===== src/rtl/ct_pkg.sv =====
// ct_pkg: shared types and helpers for the ct interconnect merge blocks.
package ct_pkg;

    localparam int EOP_NONE = -1;

    typedef enum logic {
        IDLE,
        HOLD
    } ct_state_e;

    function automatic int ct_clog2(input int n);
        int r;
        r = 0;
        for (int v = n - 1; v > 0; v = v >> 1) r++;
        return r;
    endfunction

endpackage


===== src/rtl/ct_skid_buf.sv =====
// ct_skid_buf: 2-entry output buffer whose upstream ready depends only on its own occupancy.
module ct_skid_buf
    import ct_pkg::*;
#(
    parameter int WIDTH = 8
) (
    input  logic             clk,
    input  logic             reset,
    input  logic [WIDTH-1:0] i_data,
    input  logic             i_valid,
    output logic             o_ready,
    output logic [WIDTH-1:0] o_data,
    output logic             o_valid,
    input  logic             i_ready
);

    logic [1:0]       r_cnt;
    logic [WIDTH-1:0] r_head;
    logic [WIDTH-1:0] r_tail;
    logic             w_push;
    logic             w_pop;

    assign o_ready = (r_cnt != 2'd2);
    assign o_valid = (r_cnt != 2'd0);
    assign o_data  = o_valid ? r_head : '0;
    assign w_push  = i_valid && o_ready;
    assign w_pop   = o_valid && i_ready;

    // r_head is always the oldest entry; r_tail only holds data while full
    always_ff @(posedge clk) begin
        if (!reset) begin
            r_cnt  <= 2'd0;
            r_head <= '0;
            r_tail <= '0;
        end else begin
            r_cnt <= r_cnt + 2'(w_push) - 2'(w_pop);
            if (w_pop) r_head <= (r_cnt == 2'd2) ? r_tail : i_data;
            else if (w_push && r_cnt == 2'd0) r_head <= i_data;
            if (w_push && !w_pop && r_cnt == 2'd1) r_tail <= i_data;
        end
    end

endmodule


===== src/rtl/ct_merge_rr.sv =====
// ct_merge_rr: packet-aware N-input round-robin merge with optional registered output.
// The grant locks onto a lane from its first presented beat until that lane's eop beat transfers.
module ct_merge_rr
    import ct_pkg::*;
#(
    parameter  int RADIX   = 2,
    parameter  int WIDTH   = 19,
    parameter  int EOP_LOC = 0,
    parameter  int OUT_REG = 0,
    localparam int SW      = (ct_clog2(RADIX) > 1) ? ct_clog2(RADIX) : 1
) (
    input  logic                   clk,
    input  logic                   reset,
    input  logic [RADIX*WIDTH-1:0] i_data,
    input  logic [RADIX-1:0]       i_valid,
    output logic [RADIX-1:0]       o_ready,
    output logic [WIDTH-1:0]       o_data,
    output logic                   o_valid,
    input  logic                   i_ready,
    output logic [SW-1:0]          o_sel
);

    ct_state_e        r_state;
    logic [SW-1:0]    r_grant;
    logic [SW-1:0]    r_ptr;
    logic [SW-1:0]    w_idx [RADIX];
    logic [RADIX-1:0] w_hit;
    logic [SW-1:0]    w_scan;
    logic             w_any;
    logic [SW-1:0]    w_grant;
    logic [SW-1:0]    w_ptr_nxt;
    logic [WIDTH-1:0] w_lane;
    logic             w_req;
    logic             w_eop;
    logic             w_core_ready;
    logic             w_xfer;

    // w_idx[j] is the lane visited j steps after ptr, wrapping modulo RADIX
    generate
        for (genvar j = 0; j < RADIX; j++) begin : g_scan
            assign w_idx[j] = (int'(r_ptr) + j >= RADIX) ? SW'(int'(r_ptr) + j - RADIX)
                                                         : SW'(int'(r_ptr) + j);
            assign w_hit[j] = i_valid[w_idx[j]];
        end
    endgenerate

    always_comb begin
        w_scan = '0;
        w_any  = 1'b0;
        for (int j = RADIX - 1; j >= 0; j--) begin
            if (w_hit[j]) begin
                w_scan = w_idx[j];
                w_any  = 1'b1;
            end
        end
    end

    assign w_grant   = (r_state == IDLE) ? w_scan : r_grant;
    assign w_ptr_nxt = (int'(w_grant) == RADIX - 1) ? '0 : w_grant + 1'b1;
    assign w_lane    = i_data[int'(w_grant)*WIDTH +: WIDTH];
    assign w_req     = (r_state == IDLE) ? w_any : i_valid[w_grant];
    assign w_xfer    = reset && w_req && w_core_ready;

    generate
        if (EOP_LOC == EOP_NONE) begin : g_no_eop
            assign w_eop = 1'b1;
        end else begin : g_eop
            assign w_eop = w_lane[EOP_LOC];
        end
    endgenerate

    always_comb begin
        o_ready          = '0;
        o_ready[w_grant] = reset && w_core_ready && (r_state == HOLD || w_any);
    end

    // A presented beat that does not finish its packet pins the grant until eop
    always_ff @(posedge clk) begin
        if (!reset) begin
            r_state <= IDLE;
            r_grant <= '0;
            r_ptr   <= '0;
        end else if (r_state == IDLE) begin
            if (w_xfer && w_eop) begin
                r_ptr <= w_ptr_nxt;
            end else if (w_any) begin
                r_state <= HOLD;
                r_grant <= w_scan;
            end
        end else if (w_xfer && w_eop) begin
            r_state <= IDLE;
            r_ptr   <= w_ptr_nxt;
        end
    end

    generate
        if (OUT_REG == 0) begin : g_comb
            assign w_core_ready = i_ready;
            assign o_valid      = reset && w_req;
            assign o_data       = o_valid ? w_lane : '0;
            assign o_sel        = o_valid ? w_grant : '0;
        end else begin : g_reg
            logic [SW+WIDTH-1:0] w_buf;
            ct_skid_buf #(
                .WIDTH(SW + WIDTH)
            ) u_skid (
                .clk    (clk),
                .reset  (reset),
                .i_data ({w_grant, w_lane}),
                .i_valid(w_req),
                .o_ready(w_core_ready),
                .o_data (w_buf),
                .o_valid(o_valid),
                .i_ready(i_ready)
            );
            assign {o_sel, o_data} = w_buf;
        end
    endgenerate

endmodule


===== config.mk =====
export PLATFORM = sky130hd
export DESIGN_NAME = ct_merge_rr
export DESIGN_NICKNAME = d
export VERILOG_FILES = /design/src/rtl/ct_pkg.sv /design/src/rtl/ct_skid_buf.sv /design/src/rtl/ct_merge_rr.sv
export SDC_FILE = /design/constraint.sdc
export NUM_CORES = 1
export LEC_CHECK = 0
export BUFFER_PORTS_ARGS = -buffer_cell sky130_fd_sc_hd__buf_2
export CORE_UTILIZATION = 31
export DETAILED_ROUTE_END_ITERATION = 6
export GPL_ROUTABILITY_DRIVEN = 0
export PLACE_DENSITY_LB_ADDON = 0.1
export SYNTH_ARGS = -nofsm -noshare
export SYNTH_HDL_FRONTEND = slang
export SYNTH_HIERARCHICAL = 1
export SYNTH_SLANG_ARGS = --single-unit

===== constraint.sdc =====
create_clock -name clk -period 1.85 [get_ports clk]
set_input_delay 0.37 -clock clk [delete_from_list [all_inputs] [get_ports clk]]
set_output_delay 0.37 -clock clk [all_outputs]
set_load 0.02 [all_outputs]

# Word level (Yosys, flattened, before mapping)
# Cells that the tools add are included.
[classes] n_mul=1 order_cmp=6 n_bitwise=3 n_reduce_logical=8 addsub=4 muxes=23 n_shift=1
[op_table] cell="$shiftx 38x7->19" n=1
[op_table] cell="$mux 1" n=21
[op_table] cell="$mux 19" n=1
[op_table] cell="$logic_and 1x1->1" n=6
[op_table] cell="$lt 1x2->1 const B" n=3
[op_table] cell="$mul 1x5->6 const B" n=1
[op_table] cell="$reduce_and 3->1" n=1
[op_table] cell="$add 1x1->2 const B" n=1
[op_table] cell="$and 2x2->2" n=1
[op_table] cell="$ge 1x2->1 const B" n=1
[op_table] cell="$ge 2x2->1 const B" n=1
[op_table] cell="$not 1->1" n=2
[op_table] cell="$sub 1x1->1 const B" n=2
[op_table] cell="$add 1x1->1 const B" n=1
[op_table] cell="$demux 1 s1" n=1
[op_table] cell="$ge 1x1->1 const B" n=1
[op_table] cell="$logic_or 1x1->1" n=1
[totals] word_cells=49 inputBits=43 reg_bits=3 out_inout_bits=23

# Longest topological paths before layout
[logic_depth] depth_word=16 depth_mapped=6 ltp_nobuf=6

# Worst setup path after synthesis
# OpenSTA, ideal clock, no wires.
[synth_path] path_kind="flip-flop to output port" startpoint="reg r_state" endpoint="out o_data[10]" path_stages_with_launch=7 t_required_ns=1.480 t_arrival_ns=1.402 path_slack_ns=0.078 n_path_buf=2 cell_sequence="dfxtp_1 nand2b_4 o21ai_4 buf_4 buf_4 nand2_1 a21oi_1"
[synth_between] elab_chain_cells=6 word_cells_on_any_way=8 cone_classes="1 x mul; 1 x shift; 5 x mux; 1 x reduce/logical"
[synth_lines] item="from (decl)" line="ct_merge_rr.sv:23" text="ct_state_e r_state;"
[synth_lines] item="from (signal assigned)" line="ct_merge_rr.sv:80" text="r_state <= IDLE;"
[synth_lines] item="from (signal assigned)" line="ct_merge_rr.sv:87" text="r_state <= HOLD;"
[synth_lines] item="from (signal assigned)" line="ct_merge_rr.sv:91" text="r_state <= IDLE;"
[synth_lines] item="parallel branches: the longest is 5 deep, another holds $mul 1x5->6"
[synth_lines] item="$mux 19 *" line="ct_merge_rr.sv:100" text="assign o_data = o_valid ? w_lane : '0;"
[synth_lines] item="to (decl)" line="ct_merge_rr.sv:17" text="output logic [WIDTH-1:0] o_data,"
# Mark *: on every way between the ends. The select of a mux whose other input is x is not followed.

# Worst setup path in the final report
# Same ends and word-level chain as after synthesis.

==> run_results.csv <==
group,metric,value,unit
timing,max_slew.worst_pin.slew,0.5403,ns
timing,whs,0.3493,ns
route,wl_per_cell,11.33,um
global_routing,grt_usage,0.1837,
die,ios,66,
pwr,p_leak,0.5993,nW
timing,setup_violations,7,
route,routed_wl,2.073,mm
global_routing,antenna_found_initial,0,
timing,fmax,521.7,MHz
timing,rsz0062_at_grt,"true",
die,initial_core_util,0.3366,
pwr,powerDensity,452.1,nW/um^2
route,routed-via-count,896,
cells_and_area,n_antenna_cell,0,
outcome,violations,"negative setup slack",
global_routing,grt_pass1_vias,672,
timing,fin_skew,0.001756,ns
timing,timing.final.crit_share,1.036,
die,die_h,42.68,um
logic_synthesis,ys_types,24,
logic_synthesis,synth_edf_count,0,
cts,htree_levels,1,
cells_and_area,drive_gt1_frac,0.6647,
global_routing,overflow,0,
setup_path,cp.required,1.48,ns
logic_synthesis,syn_area,513.0,um^2
route,drt-pass1-iter-count,4,
logic_synthesis,yosys_warnings,6,
logic_synthesis,yosysSeqAreaShare,0.1171,
cells_and_area,nets,211,
die,core-area,1524,um^2
route,drt_iter0_drc,11,
cts,cts_tree,"done",
cts,cts_buffers,3,
route,drtAntennaViolNets,0,
die,num_rows,14,
die,die_w,42.68,um
setup_path,rrSetupSlack,0.21,ns
cts,clock_sinks,3,
route,drc_errors,0,
global_routing,grt_max_degree,12,
logic_synthesis,ys_dominant_reg_cell,"dfxtp_1",
cts,clock_latency,0.23,ns
logic_synthesis,synth_cells,89,
setup_path,crit_arrival,1.55,ns
logic_synthesis,synth_top_area_share,0.2780,
route,viasPerCell,4.896,
cts,cts-root-buf,"clkbuf_4",
pwr,ir_worst_vdd,0.5153,mV
setup_path,crit_fanout,5,
setup_path,crit_type,"register to output pin",
die,dieArea,1822,um^2
outcome,outcome,"finished, violations left",
logic_synthesis,synth_largest_area_cell,"nand2_1",
logic_synthesis,synth_most_common_cell,"nand2_1",
logic_synthesis,synthArstFlopShare,0,
setup_path,start_kind,"register",
cells_and_area,area_growth_syn_to_layout,126.1,%
logic_synthesis,synth_area_leaders,"nand2_1 28%, a21oi_1 19%, dfxtp_1 12%, buf_4 5.9%, nor2_1 3.7%",
place,io_buffers,65,
cts,cts_buffer_depth,2,
global_routing,grt_pass1_wl,2.587,mm
timing,final_hold_viol_count,0,
logic_synthesis,synth_seq_cells,3,
place,dp_hpwl,1.328,mm
flow_run,max_cap_viol_count,0,
timing,finalWorstSetupSlack,-0.06686,ns
worst_hold_path,hp-class,"input port to register",
timing,maxSlewViolCount,0,
timing,period_minus_slack,1.917,ns
cells_and_area,final_core_util,0.7611,
setup_path,crit_path_end_kind,"output pin",
logic_synthesis,syn_area_per_cell,5.764,um^2
timing,setup-tns-final,-0.1124,ns
logic_synthesis,yosys-top-cells-count,"38 x nand2_1, 19 x a21oi_1, 5 x nor2_1, 4 x buf_4, 3 x dfxtp_1",
timing,slew_headroom,0.6352,
logic_synthesis,syn_nets,132,
place,place_area,887.1,um^2
cts,clkSlewWorstSetupHoldPaths,0.04,ns
cells_and_area,final_cell_area,1160,um^2
## cells in the final DEF, fill, tap and decap left out, types with 2 or more instances in the layout
master | netlist | routed
buf_2 | 1 | 45
a21oi_1 | 19 | 5
clkbuf_4 | 0 | 3
nand2b_4 | 1 | 2
o21ai_0 | 2 | 2
a21oi_2 | 1 | 14
buf_6 | 0 | 13
nand2_1 | 38 | 37
buf_4 | 4 | 22
nor2_1 | 5 | 3
## flip-flops by register name, summed over array words and instances (netlist names)
signal / flops
r_state: 1
r_grant: 1
r_ptr: 1
## cell families after synthesis
logic type / Yosys count / synth area share
buffers and inverters: 7 / 0.08291
flip-flops: 3 / 0.1171
multiplexers: 1 / 0.02682
AO/OA/AOI/OAI: 30 / 0.3805
AND/OR/NAND/NOR: 48 / 0.3927
## metal layers
metal,share of wire,global-route usage,vias to the layer above
li1,-,-,457
met1,0.40,0.1804,403
met2,0.54,0.3424,34
met3,0.058,0.05106,2
met4,0.0068,0.09375,0
met5,0,0,-
## what timing repair did
item	CTS	global route
cloned	0	4
hold buffers	0	0
gates resized for setup	4	60
endpoints found under the setup margin	20	23
setup buffers	0	2
pin swaps	0	4
## metrics by stage
stage	worst slack (ns)	cells	total power, mW
3_5_place_dp	-0.003278	173	0.3251
4_1_cts	-0.01120	177	0.4441
3_3_place_gp	0.02871	173	0.3216
6_report	-0.06686	183	0.5244
2_1_floorplan	0.07836	89	0.2214
5_1_grt	-0.1477	183	0.5615
## worst paths after layout
check,depth (start not counted),start,to
worst max-delay path,6,r_state$_SDFF_PN0_,o_data[10]
worst min-delay path,2,i_ready,r_state$_SDFF_PN0_
worst max register to register,8,r_state$_SDFF_PN0_,r_grant$_SDFFE_PN0P_
worst min register to register,2,r_ptr$_SDFFE_PN0P_,r_ptr$_SDFFE_PN0P_
## power by group
part	internal, mW	switching [mW]	leakage [nW]
Clock	0.0806	0.0310	0.0150
Sequential	0.0696	0.00606	0.0256
Combinational	0.163	0.174	0.559
Total	0.313	0.211	0.599
## cell type report
type | count | area (um^2)
inverters | 1 | 3.754
multi-input cells | 79 | 508.0
flip-flops and latches | 3 | 65.06
fillers | 130 | 364.1
clock buffers | 4 | 26.28
well taps | 16 | 20.02
repair buffers | 80 | 536.8
## critical path, cell delays in order (launching register included)
cell	delay, ns
dfxtp_4	0.34
buf_4	0.15
a21boi_2	0.17
o221ai_4	0.17
buf_6	0.17
a21oi_1	0.15
buf_4	0.17
No activity file was read; power rests on OpenSTA's default activity.
